### config.mk
export PLATFORM = sky130hd
export DESIGN_NAME = airbag_squib_driver_flat
export DESIGN_NICKNAME = d
export VERILOG_FILES = /design/src/rtl/airbag_squib_driver_if.sv /design/src/rtl/airbag_squib_driver.sv /design/src/flat_wrapper.sv
export SDC_FILE = /design/constraint.sdc
export NUM_CORES = 1
export LEC_CHECK = 0
export ABC_CLOCK_PERIOD_IN_PS = 1900
export BUFFER_PORTS_ARGS = -buffer_cell sky130_fd_sc_hd__buf_2
export CAP_MARGIN = 0
export CORE_UTILIZATION = 45
export DETAILED_ROUTE_END_ITERATION = 8
export PLACE_DENSITY_LB_ADDON = 0.2
export SETUP_SLACK_MARGIN = 0.05
export SYNTH_ARGS = -nofsm -noshare
export SYNTH_HDL_FRONTEND = slang
export SYNTH_SLANG_ARGS = --single-unit
### constraint.sdc
create_clock -name clk -period 1.9 [get_ports clk]
set_input_delay 0 -clock clk [delete_from_list [all_inputs] [get_ports clk]]
set_output_delay 0 -clock clk [all_outputs]
set_load 0.005 [all_outputs]
### src/rtl/airbag_squib_driver_if.sv
// Deploy-path signal bundle between the airbag controller and the squib driver.
// The controller side (master) drives the request and health inputs; the
// driver side (slave) reports the firing pulse and its sticky status flags.
interface airbag_squib_driver_if;
    logic deploy_req;
    logic arm_en;
    logic squib_ok;
    logic fire;
    logic busy;
    logic deployed;
    logic fault;

    modport master (
        output deploy_req,
        output arm_en,
        output squib_ok,
        input  fire,
        input  busy,
        input  deployed,
        input  fault
    );

    modport slave (
        input  deploy_req,
        input  arm_en,
        input  squib_ok,
        output fire,
        output busy,
        output deployed,
        output fault
    );
endinterface

### src/rtl/airbag_squib_driver.sv
// Squib driver: confirms a deploy request over CONFIRM_CYCLES consecutive
// qualified samples, then issues a single FIRE_CYCLES-wide fire pulse.
// DONE and FAULT are terminal and only a reset leaves them, so the squib can
// never be fired twice without a reset in between.
module airbag_squib_driver #(
    parameter int CONFIRM_CYCLES = 4,
    parameter int FIRE_CYCLES    = 8,
    parameter int CNT_W          = 8
) (
    input logic                  clk,
    input logic                  rst_n,
    airbag_squib_driver_if.slave bus
);

    typedef enum logic [2:0] {
        IDLE,
        CONFIRM,
        FIRE,
        DONE,
        FAULT
    } state_t;

    // The counter only ever reaches CYCLES-1, so these terminal values fit in CNT_W.
    localparam logic [CNT_W-1:0] CONFIRM_LAST = CNT_W'(CONFIRM_CYCLES - 1);
    localparam logic [CNT_W-1:0] FIRE_LAST    = CNT_W'(FIRE_CYCLES - 1);
    localparam logic [CNT_W-1:0] CNT_ONE      = CNT_W'(1);
    localparam bit               CONFIRM_ONE  = (CONFIRM_CYCLES == 1);

    // Reject parameter sets the counter cannot represent.
    if (CONFIRM_CYCLES < 1 || FIRE_CYCLES < 1 ||
        CONFIRM_CYCLES > (2 ** CNT_W) || FIRE_CYCLES > (2 ** CNT_W)) begin : g_bad_params
        $error("airbag_squib_driver: CONFIRM_CYCLES/FIRE_CYCLES must be >= 1 and fit in CNT_W");
    end

    state_t           state_q, state_d;
    logic [CNT_W-1:0] cnt_q, cnt_d;
    logic             qualified;

    assign qualified = bus.deploy_req & bus.arm_en;

    // Next-state and counter logic; FIRE ignores every input once committed.
    always_comb begin
        state_d = state_q;
        cnt_d   = cnt_q;
        unique case (state_q)
            IDLE: begin
                cnt_d = '0;
                if (qualified) begin
                    if (!bus.squib_ok) begin
                        state_d = FAULT;
                    end else if (CONFIRM_ONE) begin
                        state_d = FIRE;
                    end else begin
                        state_d = CONFIRM;
                        cnt_d   = CNT_ONE;
                    end
                end
            end
            CONFIRM: begin
                if (!qualified) begin
                    state_d = IDLE;
                    cnt_d   = '0;
                end else if (!bus.squib_ok) begin
                    state_d = FAULT;
                    cnt_d   = '0;
                end else if (cnt_q == CONFIRM_LAST) begin
                    state_d = FIRE;
                    cnt_d   = '0;
                end else begin
                    cnt_d = cnt_q + CNT_ONE;
                end
            end
            FIRE: begin
                if (cnt_q == FIRE_LAST) begin
                    state_d = DONE;
                    cnt_d   = '0;
                end else begin
                    cnt_d = cnt_q + CNT_ONE;
                end
            end
            DONE: begin
                cnt_d = '0;
            end
            FAULT: begin
                cnt_d = '0;
            end
            default: begin
                state_d = IDLE;
                cnt_d   = '0;
            end
        endcase
    end

    // State and counter registers with synchronous active-low reset.
    always_ff @(posedge clk) begin
        if (!rst_n) begin
            state_q <= IDLE;
            cnt_q   <= '0;
        end else begin
            state_q <= state_d;
            cnt_q   <= cnt_d;
        end
    end

    assign bus.fire     = (state_q == FIRE);
    assign bus.busy     = (state_q == CONFIRM) || (state_q == FIRE);
    assign bus.deployed = (state_q == DONE);
    assign bus.fault    = (state_q == FAULT);

endmodule

### src/flat_wrapper.sv
// flat-port wrapper written by rule: the top's interface ports become plain ports
module airbag_squib_driver_flat 
#(
    parameter int CONFIRM_CYCLES = 4,
    parameter int FIRE_CYCLES    = 8,
    parameter int CNT_W          = 8
)
  (clk, rst_n, bus_deploy_req, bus_arm_en, bus_squib_ok, bus_fire, bus_busy, bus_deployed, bus_fault);
  airbag_squib_driver_if bus_i ();
  input logic clk;
  input logic rst_n;
  input wire logic [$bits(bus_i.deploy_req)-1:0] bus_deploy_req;
  input wire logic [$bits(bus_i.arm_en)-1:0] bus_arm_en;
  input wire logic [$bits(bus_i.squib_ok)-1:0] bus_squib_ok;
  output wire logic [$bits(bus_i.fire)-1:0] bus_fire;
  output wire logic [$bits(bus_i.busy)-1:0] bus_busy;
  output wire logic [$bits(bus_i.deployed)-1:0] bus_deployed;
  output wire logic [$bits(bus_i.fault)-1:0] bus_fault;
  assign bus_i.deploy_req = bus_deploy_req;
  assign bus_i.arm_en = bus_arm_en;
  assign bus_i.squib_ok = bus_squib_ok;
  assign bus_fire = bus_i.fire;
  assign bus_busy = bus_i.busy;
  assign bus_deployed = bus_i.deployed;
  assign bus_fault = bus_i.fault;
  airbag_squib_driver #(.CONFIRM_CYCLES(CONFIRM_CYCLES), .FIRE_CYCLES(FIRE_CYCLES), .CNT_W(CNT_W)) u_core (.clk(clk), .rst_n(rst_n), .bus(bus_i));
endmodule
Yosys cells after proc, flatten, opt, wreduce, memory -nomap -nowiden --
Cells that the tools add are included.
Storage, ports and cells: flip-flop bits (word level) 11, bits of input ports 5, output and inout bits 4, word-level logic and storage cells 32
Operators by class: add/sub/neg operators 1, equality and inequality tests 9, mux-type cells 14, bitwise operators 2, reductions and logical operators 4
Operator list (count):
- $mux W8 | 5
- $pmux W8 S3 | 1
- $mux W3 | 6
- $pmux W3 S4 | 1
- $add A8 B1 Y8 const B | 1
- $eq A8 B2 Y1 const B | 1
- $eq A8 B3 Y1 const B | 1
- $eq A3 B2 Y1 const B | 2
- $ne A2 B1 Y1 const B | 2
- $ne A4 B4 Y1 const B | 1
- $reduce_and A4 Y1 | 1
- $eq A3 B1 Y1 const B | 1
- $eq A3 B3 Y1 const B | 1
- $logic_not A3 Y1 | 1
- $reduce_or A2 Y1 | 1
- $and A1 B1 Y1 | 1
- $logic_or A1 B1 Y1 | 1
- $mux W1 | 1
- $not A1 Y1 | 1

Depth between registers and ports, before layout --
Gate-level depths: netlist of the first run.
depth in word-level cells 5, mapped depth 6, depth with buffers taken out 5

Worst setup path after synthesis of the first run --
OpenSTA, ideal clock, no wires.
path type reg2reg, start point register u_core.cnt_q[5], end point register u_core.state_q[0], setup time 0.072 ns, data arrival time 1.442 ns, data required time 1.828 ns, slack 0.387 ns, stages on the path, launching flop included 6, path buffers 0, clock period less this slack 1.513 ns, cells stage by stage dfxtp_1 or4_4 nor2_2 nand4_1 a21boi_2 mux2i_1
On the way: longest elaborated chain between the ends 3, elaborated cells on any way between the ends 5, classes of those cells eq/ne: 4; reduce/logical: 1
Ends and longest elaborated chain:
- from (decl) | RTL line airbag_squib_driver.sv:36 | logic [CNT_W-1:0] cnt_q, cnt_d;
- from (signal assigned) | RTL line airbag_squib_driver.sv:101 | cnt_q <= cnt_d;
- $eq A8 B2 Y1 or $eq A8 B3 Y1 (tied branches) | RTL line airbag_squib_driver.sv:66, airbag_squib_driver.sv:74
- $ne A4 B4 Y1 (no source line) or $ne A2 B1 Y1 (tied branches)
- $reduce_and A4 Y1 (no source line) (*)
- to (signal assigned) | RTL line airbag_squib_driver.sv:100 | state_q <= state_d;
- to (decl) | RTL line airbag_squib_driver.sv:35 | state_t state_q, state_d;
Every way passes the cells marked *; elsewhere a longest branch is shown, timed or not. A chain may end at the register's enable or synchronous reset.

Final worst setup path of the first run --
Same ends and word-level chain as after synthesis.

==> summary.md, run 1 <==
| Metric | Value |
|---|---|
| Fillers | `113` |
| DIE HEIGHT | `38.3 um` |
| Max clock buf depth | `2` |
| Skew-Pair Late Insertion Delay | `260 ps` |
| Routed len/inst | `11.9 um` |
| 1st-iter DRT viols | `10` |
| CTS Root Cell | `clkbuf_4` |
| Post-synthesis sequential area ratio | `37.2%` |
| Synth Area in Adders | `2.11%` |
| Psw | `273 uW` |
| Syn_nets | `78` |
| Hold Path Depth | `4` |
| Slew @ Worst Pin | `295 ps` |
| Initial Utilization | `50.5%` |
| Post-synth top flop | `dfxtp_1` |
| Sequential power share | `41.6%` |
| Asr flop ratio synth | `0%` |
| Leakage | `0.301 nW` |
| Startpoint type of the worst setup path | `register` |
| Setup TNS | `0 ps` |
| Synth Instances | `72` |
| Area Growth Syn to Fin | `15.4%` |
| Residual DRC | `0` |
| WS Path Type | `register to register` |
| GRT overflow | `0` |
| Vias in the first global route | `445` |
| Clock power frac | `20.4%` |
| Internal | `489 uW` |
| Post-synth top cells | `nor2_1, dfxtp_1, nand2_1, nand3_1, xor2_1` |
| Core area | `0.00117 mm^2` |
| Share of layout cells above drive strength 1 | `20.2%` |
| R2r endpoint | `u_core.state_q[0]` |
| Die Width | `38.3 um` |
| Rel. slew slack | `80.3%` |
| PD cells | `1110 mW/mm^2` |
| CP Max Fanout | `4` |
| Drt pass-1 iters | `4` |
| Main combinational cell family by area after synthesis | `simple AND/OR/NAND/NOR gates` |
| Netlist Area Pre-Place | `592 um^2` |
| Compound-Gate Fraction of Synth Area | `10.4%` |
| Worst Hold Path EP | `u_core.state_q[0]` |
| Post-Synth XOR/XNOR Area | `8.88%` |
| Antenna Nets Post-Route | `0` |
| Final setup fails | `0` |
| Routability congestion estimate | `0.787` |
| Worst flop-to-flop path startpoint | `u_core.cnt_q[5]` |
| Largest cells by area after synthesis | `dfxtp_1, nor2_1, xor2_1, nand3_1, nand2_1` |
| Initial antenna violation count | `0` |
| RSZ-0062 raised after global routing | `false` |
| Vias after detailed routing | `527` |
| Simple-gate portion of the synthesized area | `37.4%` |
| Placed cell count | `93` |
| Ant diodes | `0` |
| Fin crit period | `1690 ps` |
| Synth warn | `0` |
| Overall routing resource usage | `18.9%` |
| Worst path arrival time | `1880 ps` |
| Crit end category | `register` |
| Fin cells | `98` |
| Most common cell in the synthesized netlist | `nor2_1` |
| TritonCTS Buffers | `3` |
| Syn Area/Cell | `8.22 um^2` |
| Count of cell types in the netlist | `29` |
| Share of the synthesized area in the top cell type | `37.2%` |
| Sw Ratio | `35.8%` |
| EDFF count, synth | `0` |
| Gate power share | `37.9%` |
| Largest net degree at the start of global routing | `10` |
| Reg2Reg Depth | `5` |
| Vias/cell | `5.38` |
| Maximum capacitance violations | `0` |
| IO Count | `9` |
| Final net count | `91` |
| Clk pin slew, worst setup/hold paths | `60 ps` |
| FMAX | `0.592 GHz` |
| Fin. Hold Viols | `0` |
| CP required | `2100 ps` |
| Wire length of the first global-routing pass | `1880 um` |
| Post-CTS Resized | `0` |
| IO Port Bufs | `8` |
| Multiplexer share of the synthesized area | `1.69%` |
| CTS tree | `built` |
| Die ar. | `0.00146 mm^2` |
| Max Slew Vio Count | `0` |
| Post-synthesis cell type with the largest combined area | `dfxtp_1` |
| Fin Clk Skew | `3.81 ps` |
| # Post-CTS Setup Buffers | `0` |
| Site Rows | `12` |
| VDD IR max | `0.000735 V` |
| Htree depth | `1` |
| Post-synthesis register bit count | `11` |
| R2r setup slk | `210 ps` |
| Status | `finished clean` |
| Hold Startpoint | `bus_squib_ok` |
| Hold_buf cts | `1` |
| Post-detail-place hpwl | `900 um` |
| Post-Route WL | `1170 um` |
| Tcrit/Tclk final | `88.8%` |
| Hold Crit Class | `input pin to register` |
| Clock Sinks | `11` |
[power groups by stage]
stage	Combinational (mW)	Sequential (mW)	Clock, mW
5_1_grt	0.322	0.325	0.176
6_report	0.289	0.317	0.156
4_1_cts	0.287	0.316	0.165
3_3_place_gp	0.278	0.319	0
2_1_floorplan	0.238	0.289	0
3_5_place_dp	0.286	0.321	0
[placed cells by master, fill, tap and decap left out, types with 2 or more instances in the layout]
master | synthesis | layout
nor3_1 | 2 | 2
and3_1 | 3 | 3
clkbuf_4 | 0 | 3
dfxtp_1 | 11 | 11
nand3_1 | 7 | 7
buf_2 | 2 | 8
nand2_1 | 7 | 7
nor2_1 | 12 | 12
nor2b_1 | 2 | 2
xor2_1 | 5 | 5
a31oi_1 | 2 | 2
[area by class of cell]
| class | instances | area [um^2] | share of cell area [%] |
|---|---|---|---|
| flip-flops and latches | 11 | 220 | 32.2 |
| well taps | 14 | 17.5 | 2.56 |
| repair buffers | 10 | 57.6 | 8.42 |
| inverters | 1 | 3.75 | 0.549 |
| clock buffers | 4 | 26.3 | 3.85 |
| multi-input cells | 58 | 358 | 52.4 |
[how the worst max path moves through the flow]
stage	slack, ps	endpoint	start	cells past startpoint
final	210	u_core.state_q[0]	u_core.cnt_q[5]	5
after detailed placement	230	u_core.state_q[0]	u_core.cnt_q[5]	5
after floorplan	390	u_core.state_q[0]	u_core.cnt_q[5]	5
after global routing	70	u_core.cnt_q[0]	u_core.state_q[0]	5
after global placement	270	u_core.state_q[0]	u_core.cnt_q[5]	5
after CTS	220	u_core.state_q[0]	u_core.cnt_q[5]	5
[metrics by stage]
stage / instance area (um^2) / util [%] / total power [mW] / hold slack [ps] / worst slack, ps
global placement: 647 / 55.2 / 0.597 / 286 / 271
global route: 683 / 58.3 / 0.822 / 209 / 68.8
floorplan: 592 / - / 0.527 / 124 / 387
finish: 683 / 58.3 / 0.762 / 183 / 212
detailed placement: 647 / 55.2 / 0.606 / 279 / 226
CTS: 683 / 58.3 / 0.768 / 152 / 218
[flip-flops by register name, indices dropped and copies added (netlist names)]
name            flops
u_core.cnt_q        8
u_core.state_q      3
[worst max-delay path, stage by stage, from the launching register on]
cell and delay (ps):
dfxtp_1 350, or4_4 550, nor2_2 110, nand4_1 150, a21boi_2 260, mux2i_1 190
[per-layer routing]
layer | GRT usage, % | share of wire (%)
met5 | 0 | 0
met4 | 2.68 | 0
met3 | 8.72 | 5.4
met2 | 25.8 | 44
met1 | 27.1 | 51
[kinds of logic after synthesis]
group,count (synthesis)
mux,1
buf+inv,3
xor+xnor,6
compound gates,8
simple gates,42
flops,11
fa+ha+maj,1
No activity file was read; power rests on OpenSTA's default activity.
==> run 2, diff against run 1 <==
--- a/config.mk
+++ b/config.mk
@@ -10,7 +10,7 @@
 export CAP_MARGIN = 0
 export CORE_UTILIZATION = 45
 export DETAILED_ROUTE_END_ITERATION = 8
-export PLACE_DENSITY_LB_ADDON = 0.2
+export PLACE_DENSITY = 0.74
 export SETUP_SLACK_MARGIN = 0.05
 export SYNTH_ARGS = -nofsm -noshare
 export SYNTH_HDL_FRONTEND = slang
==> run 2 against run 1 <==
Clock power barely moved. Final cell count is the same. Worst setup slack improved by 47 ps. Critical path type unchanged. Power up 0.21%. Highest routed layer is now met4. Global-route usage grew 0.58 points.
==> summary.md, run 2 (synthesized netlist as in run 1, its figures left out) <==
| Metric | Value |
|---|---|
| Largest net degree at the start of global routing | `10 (unchanged)` |
| Biggest regs | `u_core.cnt_q x8, u_core.state_q x3` |
| Crit end category | `register` |
| Initial antenna violation count | `0 (unchanged)` |
| GRT overflow | `0 (unchanged)` |
| CTS tree | `built` |
| FMAX | `0.610 GHz (+2.9%)` |
| Fin Clk Skew | `5.75 ps (+1.94 ps)` |
| PnR Total Power | `763 uW (+0.21%)` |
| Initial Utilization | `50.5% (unchanged)` |
| IO Count | `9 (unchanged)` |
| Routed len/inst | `11.7 um (-1.3%)` |
| Final net count | `91 (unchanged)` |
| Drt pass-1 iters | `4 (unchanged)` |
| Final setup fails | `0 (unchanged)` |
| Vias after detailed routing | `534 (+1.3%)` |
| CP max-delay cell | `dfxtp_1` |
| Post-detail-place hpwl | `858 um (-4.6%)` |
| Vias/cell | `5.45 (+1.3%)` |
| Post-Route WL | `1150 um (-1.3%)` |
| Commonest non-fill, non-tap cell in the layout | `nor2_1` |
| IO Port Bufs | `8 (unchanged)` |
| Fin crit period | `1640 ps (-47.4 ps)` |
| Status | `finished clean` |
| Fin. Hold Viols | `0 (unchanged)` |
| WHS | `165 ps (-18.0 ps)` |
| WS Path Type | `register to register` |
| Worst path arrival time | `1840 ps (-40 ps)` |
| Core area | `0.00117 mm^2 (unchanged)` |
| TritonCTS Buffers | `3 (unchanged)` |
| CP Cell Sequence | `nor2b_1 > a31oi_1 > a31oi_1 > nand3b_1 > o21ai_1` |
| Slew @ Worst Pin | `300 ps (+5.80 ps)` |
| Setup TNS | `0 ps (unchanged)` |
| Wire length of the first global-routing pass | `1950 um (+4.1%)` |
| Delay-heaviest family, CP | `compound AO/OA/AOI/OAI gates` |
| Most used cell, CP | `a31oi_1` |
| Leakage | `0.301 nW (unchanged)` |
| Skew-Pair Late Insertion Delay | `270 ps (about the same)` |
| Most frequent cells in the layout | `nor2_1, dfxtp_1, buf_2` |
| Max Slew Vio Count | `0 (unchanged)` |
| CP Max Fanout | `9 (+5)` |
| Die Width | `38.3 um (unchanged)` |
| Place WS | `266 ps (+40.6 ps)` |
| Antenna Nets Post-Route | `0 (unchanged)` |
| Final WS setup | `259 ps (+47.4 ps)` |
| Worst Path Buf+Inv | `0 (unchanged)` |
| Startpoint type of the worst setup path | `register` |
| Die ar. | `0.00146 mm^2 (unchanged)` |
| Max FFs per register | `8 (unchanged)` |
| CP required | `2100 ps (about the same)` |
| Top reg by flops | `u_core.cnt_q` |
| DIE HEIGHT | `38.3 um (unchanged)` |
| Worst flop-to-flop path startpoint | `u_core.state_q[0]` |
| Htree depth | `1 (unchanged)` |
| Site Rows | `12 (unchanged)` |
| Overall routing resource usage | `19.5% (+0.58 points)` |
| RSZ-0062 raised after global routing | `false` |
| Final core occ | `58.3% (unchanged)` |
| Max clock buf depth | `2 (unchanged)` |
| PD cells | `1120 mW/mm^2 (+0.21%)` |
| Share of layout cells above drive strength 1 | `20.2% (unchanged)` |
| Post-CTS Resized | `0 (unchanged)` |
| VDD IR max | `0.000661 V (-10%)` |
| Routability congestion estimate | `0.794 (+0.94%)` |
| Area Growth Syn to Fin | `15.4% (unchanged)` |
| CTS Root Cell | `clkbuf_4` |
| Clock Sinks | `11 (unchanged)` |
| Ant diodes | `0 (unchanged)` |
| 1st-iter DRT viols | `13 (+3)` |
| Max stage delay on crit path | `490 ps (-60 ps)` |
| Maximum capacitance violations | `0 (unchanged)` |
| Vias in the first global route | `469 (+5.4%)` |
| Hold Startpoint | `bus_arm_en` |
| Residual DRC | `0 (unchanged)` |
| Tcrit/Tclk final | `86.4% (-2.5 points)` |
| Critical path origin | `u_core.state_q[0]` |
| Hold Crit Class | `input pin to register` |
| Clk pin slew, worst setup/hold paths | `70 ps (about the same)` |
| Rel. slew slack | `79.9% (-0.45 points)` |
## run 2: cell counts in the layout (fill, tap and decap cells not counted)
No cell type changed its count.
## run 2: what timing repair did
| item | CTS | global route |
|---|---|---|
| hold buffers | 1 | 0 |
| hold endpoints to repair | 1 | 0 |
| buffers inserted | 0 | 0 |
## run 2: worst paths after layout
check	end	slack [ps]	cells past startpoint
hold reg to reg	u_core.cnt_q[0]	520	1
setup / recovery	u_core.cnt_q[0]	260	5
setup reg to reg	u_core.cnt_q[0]	260	5
hold / removal	u_core.cnt_q[0]	160	4
## run 2: report_power, final
group / total (mW) / switching, mW / leakage (nW) / internal [mW]
clock: 0.159 / 0.0781 / 0.0150 / 0.0813
sequential: 0.317 / 0.0520 / 0.0892 / 0.265
combinational: 0.287 / 0.145 / 0.197 / 0.143
## run 2: tightest hold or removal path, delay by kind of cell
kind,cells,cell delay (ps)
AOI/OAI and AO/OA,1,70
buffers and inverters,1,90
and+or+nand+nor,2,240
## run 2: stage by stage
step | std cells | instance area [um^2]
after floorplan | 72 | 592
after global placement | 93 | 647
after detailed placement | 93 | 647
after CTS | 98 | 683
after global routing | 98 | 683
final | 98 | 683
## run 2: final cells by class
cell class | count | area, um^2
Clock buffer | 4 | 26.3
Fill cell | 105 | 488
Inverter | 1 | 3.75
Multi-Input combinational cell | 58 | 358
Sequential cell | 11 | 220
Tap cell | 14 | 17.5
Timing Repair Buffer | 10 | 57.6
## run 2: layer usage
| layer | track usage (%) | vias up | wire length [um] |
|---|---|---|---|
| met3 | 1.74 | 4 | 49 |
| met4 | 13.4 | 0 | 20 |
| met2 | 30.1 | 11 | 517 |
| met5 | 0 | - | 0 |
| met1 | 25.4 | 244 | 564 |
| li1 | - | 275 | - |
==> run 3, diff against run 2 <==
--- a/config.mk
+++ b/config.mk
@@ -5,12 +5,14 @@
 export SDC_FILE = /design/constraint.sdc
 export NUM_CORES = 1
 export LEC_CHECK = 0
-export ABC_CLOCK_PERIOD_IN_PS = 1900
+export ABC_CLOCK_PERIOD_IN_PS = 1500
 export BUFFER_PORTS_ARGS = -buffer_cell sky130_fd_sc_hd__buf_2
 export CAP_MARGIN = 0
 export CORE_UTILIZATION = 45
+export CTS_BUF_LIST = sky130_fd_sc_hd__clkbuf_4 sky130_fd_sc_hd__clkbuf_8
+export CTS_CLUSTER_SIZE = 8
 export DETAILED_ROUTE_END_ITERATION = 8
-export PLACE_DENSITY = 0.74
+export PLACE_DENSITY = 0.76
 export SETUP_SLACK_MARGIN = 0.05
 export SYNTH_ARGS = -nofsm -noshare
 export SYNTH_HDL_FRONTEND = slang
==> constraint.sdc (replaced) <==
create_clock -name clk -period 1.5 [get_ports clk]
set_input_delay 0 -clock clk [delete_from_list [all_inputs] [get_ports clk]]
set_output_delay 0 -clock clk [all_outputs]
set_load 0.005 [all_outputs]
==> run 3 against run 2 <==
The run now ends with setup timing left. Combinational power rose by 51%. Sequential power rose by 20%. Worst hold slack got worse by 20 ps. First-iteration DRC count fell by 38%. Die area did not move. Sequential cell count did not move. Final cell count rose by 7.1%. Sequential share of layout area fell by 2.5 points. Critical path depth did not move. Clock power rose by 36%. Final area rose by 9.2%. Fmax rose by 2.5%. Largest cell class unchanged. Largest power group is now combinational cells. Highest routed layer is now met3.
==> summary.md, run 3 (synthesized netlist as in run 1, its figures left out) <==
| Metric | Value |
|---|---|
| Place WS | `-114 ps (-380 ps)` |
| Post-Route WL | `1200 um (+4.7%)` |
| CTS tree | `built` |
| WHS | `144 ps (-20.1 ps)` |
| DIE HEIGHT | `38.3 um (unchanged)` |
| Final setup fails | `10 (+10)` |
| Fillers | `110 (+4.8%)` |
| Biggest regs | `u_core.cnt_q x8, u_core.state_q x3` |
| Overall routing resource usage | `22.0% (+2.5 points)` |
| Status | `finished with violations` |
| Routability congestion estimate | `0.761 (-4.1%)` |
| Ant diodes | `0 (unchanged)` |
| CTS Root Cell | `clkbuf_4` |
| Violated checks | `setup timing` |
| Setup TNS | `-643 ps (-643 ps)` |
| Initial antenna violation count | `0 (unchanged)` |
| Crit end category | `register` |
| Max stage delay on crit path | `550 ps (+60 ps)` |
| Sequential power share | `36.8% (-4.7 points)` |
| Delay-heaviest family, CP | `simple AND/OR/NAND/NOR gates` |
| Sw Ratio | `34.0% (-1.9 points)` |
| R2r setup slk | `-100 ps (-360 ps)` |
| Slew @ Worst Pin | `286 ps (-14.6 ps)` |
| Worst path arrival time | `1800 ps (-40 ps)` |
| Gate power share | `42.2% (+4.6 points)` |
| Clk pin slew, worst setup/hold paths | `70 ps (about the same)` |
| Area Growth Syn to Fin | `26.0%` |
| Placed cell count | `100 (+7.5%)` |
| Reg area | `221 um^2 (+0.57%)` |
| Final WS setup | `-100 ps (-359 ps)` |
| Fin cells | `105 (+7.1%)` |
| 1st-iter DRT viols | `8 (-5)` |
| Final net count | `98 (+7.7%)` |
| Max clock buf depth | `2 (unchanged)` |
| Worst flop-to-flop path startpoint | `u_core.cnt_q[5]` |
| Antenna Nets Post-Route | `0 (unchanged)` |
| RSZ-0062 raised after global routing | `true` |
| Largest net degree at the start of global routing | `8 (-2)` |
| GRT overflow | `0 (unchanged)` |
| Placed inst area | `701 um^2 (+8.3%)` |
| Most frequent cells in the layout | `nor2_1, dfxtp_1, buf_2, buf_4` |
| Hold Startpoint | `bus_arm_en` |
| Psw | `351 uW (+28%)` |
| Commonest non-fill, non-tap cell in the layout | `nor2_1` |
| CP Cell Sequence | `or4_4 > nor2_4 > nand4_1 > a21boi_2 > mux2i_1` |
| CP max-delay cell | `or4_4` |
| Fin Clk Skew | `4.72 ps (-1.03 ps)` |
| Htree depth | `1 (unchanged)` |
| FMAX | `0.625 GHz (+2.5%)` |
| CP Max Fanout | `3 (-6)` |
| Leakage | `0.343 nW (+14%)` |
| Vias after detailed routing | `541 (+1.3%)` |
| PD cells | `1380 mW/mm^2 (+24%)` |
| Max FFs per register | `8 (unchanged)` |
| Site Rows | `12 (unchanged)` |
| Post-detail-place hpwl | `946 um (+10%)` |
| Initial Utilization | `50.5% (unchanged)` |
| Skew-Pair Late Insertion Delay | `270 ps (about the same)` |
| Vias/cell | `5.15 (-5.4%)` |
| Rel. slew slack | `80.9% (+1.0 points)` |
| IO Port Bufs | `8 (unchanged)` |
| VDD IR max | `0.000740 V (+12%)` |
| Top reg by flops | `u_core.cnt_q` |
| Die ar. | `0.00146 mm^2 (unchanged)` |
| Max Slew Vio Count | `0 (unchanged)` |
| Non-Filler Cell Area, Final | `746 um^2 (+9.2%)` |
| IO Count | `9 (unchanged)` |
| Worst Path Buf+Inv | `0 (unchanged)` |
| Core area | `0.00117 mm^2 (unchanged)` |
| Area occupied by multi-input gates | `363 um^2 (+1.4%)` |
| # Post-CTS Setup Buffers | `0 (unchanged)` |
| Internal | `679 uW (+39%)` |
| Critical path origin | `u_core.cnt_q[5]` |
| CP required | `1700 ps (-400 ps)` |
| Residual DRC | `0 (unchanged)` |
| Reg2Reg Depth | `5 (unchanged)` |
| Wire length of the first global-routing pass | `2180 um (+12%)` |
| Hold Path Depth | `4 (unchanged)` |
| Critical path depth | `5 (unchanged)` |
| Drt pass-1 iters | `4 (unchanged)` |
| Hold Crit Class | `input pin to register` |
| Die Width | `38.3 um (unchanged)` |
| Share of layout cells above drive strength 1 | `28.6% (+8.3 points)` |
| Tcrit/Tclk final | `107% (+20 points)` |
| Clock power frac | `21.0% (about the same)` |
| Vias in the first global route | `525 (+12%)` |
| Fin. Hold Viols | `0 (unchanged)` |
| TritonCTS Buffers | `3 (unchanged)` |
| Clock Sinks | `11 (unchanged)` |
| Routed len/inst | `11.5 um (-2.3%)` |
| WS Path Type | `register to register` |
| Startpoint type of the worst setup path | `register` |
| Fin crit period | `1600 ps (-40.6 ps)` |
| Maximum capacitance violations | `0 (unchanged)` |
-- run 3: changes by cell type in the layout (fill, tap and decap cells not counted) --
cell,change
clkbuf_1,-1
dfxtp_1,-1
dfxtp_2,+1
clkbuf_4,+1
buf_4,+7
nor2_2,-1
nor2_4,+1
-- run 3: worst paths after layout --
check                       to
max          u_core.state_q[0]
min            u_core.cnt_q[0]
max reg2reg  u_core.state_q[0]
min reg2reg    u_core.cnt_q[0]
-- run 3: power groups by stage --
| stage | logic (mW) | registers [mW] | clock network, mW |
|---|---|---|---|
| 2_1_floorplan | 0.303 | 0.366 | 0 |
| 3_3_place_gp | 0.421 | 0.384 | 0 |
| 3_5_place_dp | 0.430 | 0.385 | 0 |
| 4_1_cts | 0.432 | 0.378 | 0.221 |
| 5_1_grt | 0.489 | 0.386 | 0.239 |
| 6_report | 0.434 | 0.379 | 0.216 |
-- run 3: cell type report --
cell class / count / area share (%)
multi-input combinational: 58 / 48.7
clock buffer: 4 / 4.03
sequential: 11 / 29.7
inverter: 1 / 0.503
timing repair buffer: 17 / 14.8
tap: 14 / 2.35
-- run 3: repair_timing --
item / 4_1_cts / 5_1_grt
hold buffers: 1 / 0
pin swaps: 3 / 3
gates resized for setup: 1 / 0
hold endpoints to repair: 2 / 0
endpoints found under the setup margin: 11 / 11
-- run 3: routing by layer --
metal	wire [um]	global-route usage [%]
met3	49	8.72
met1	621	27.0
met4	0	5.36
met5	0	0
met2	533	35.6
-- run 3: stage by stage --
step / power (mW) / util, %
after floorplan: 0.669 / -
after global placement: 0.805 / 59.8
after detailed placement: 0.815 / 59.8
after CTS: 1.03 / 63.7
after global routing: 1.11 / 63.7
final: 1.03 / 63.7
-- run 3: tightest hold or removal path, delay by kind of cell --
family | cells | cell delay [ps]
AOI/OAI and AO/OA | 1 | 60
buffers and inverters | 1 | 100
and+or+nand+nor | 2 | 210
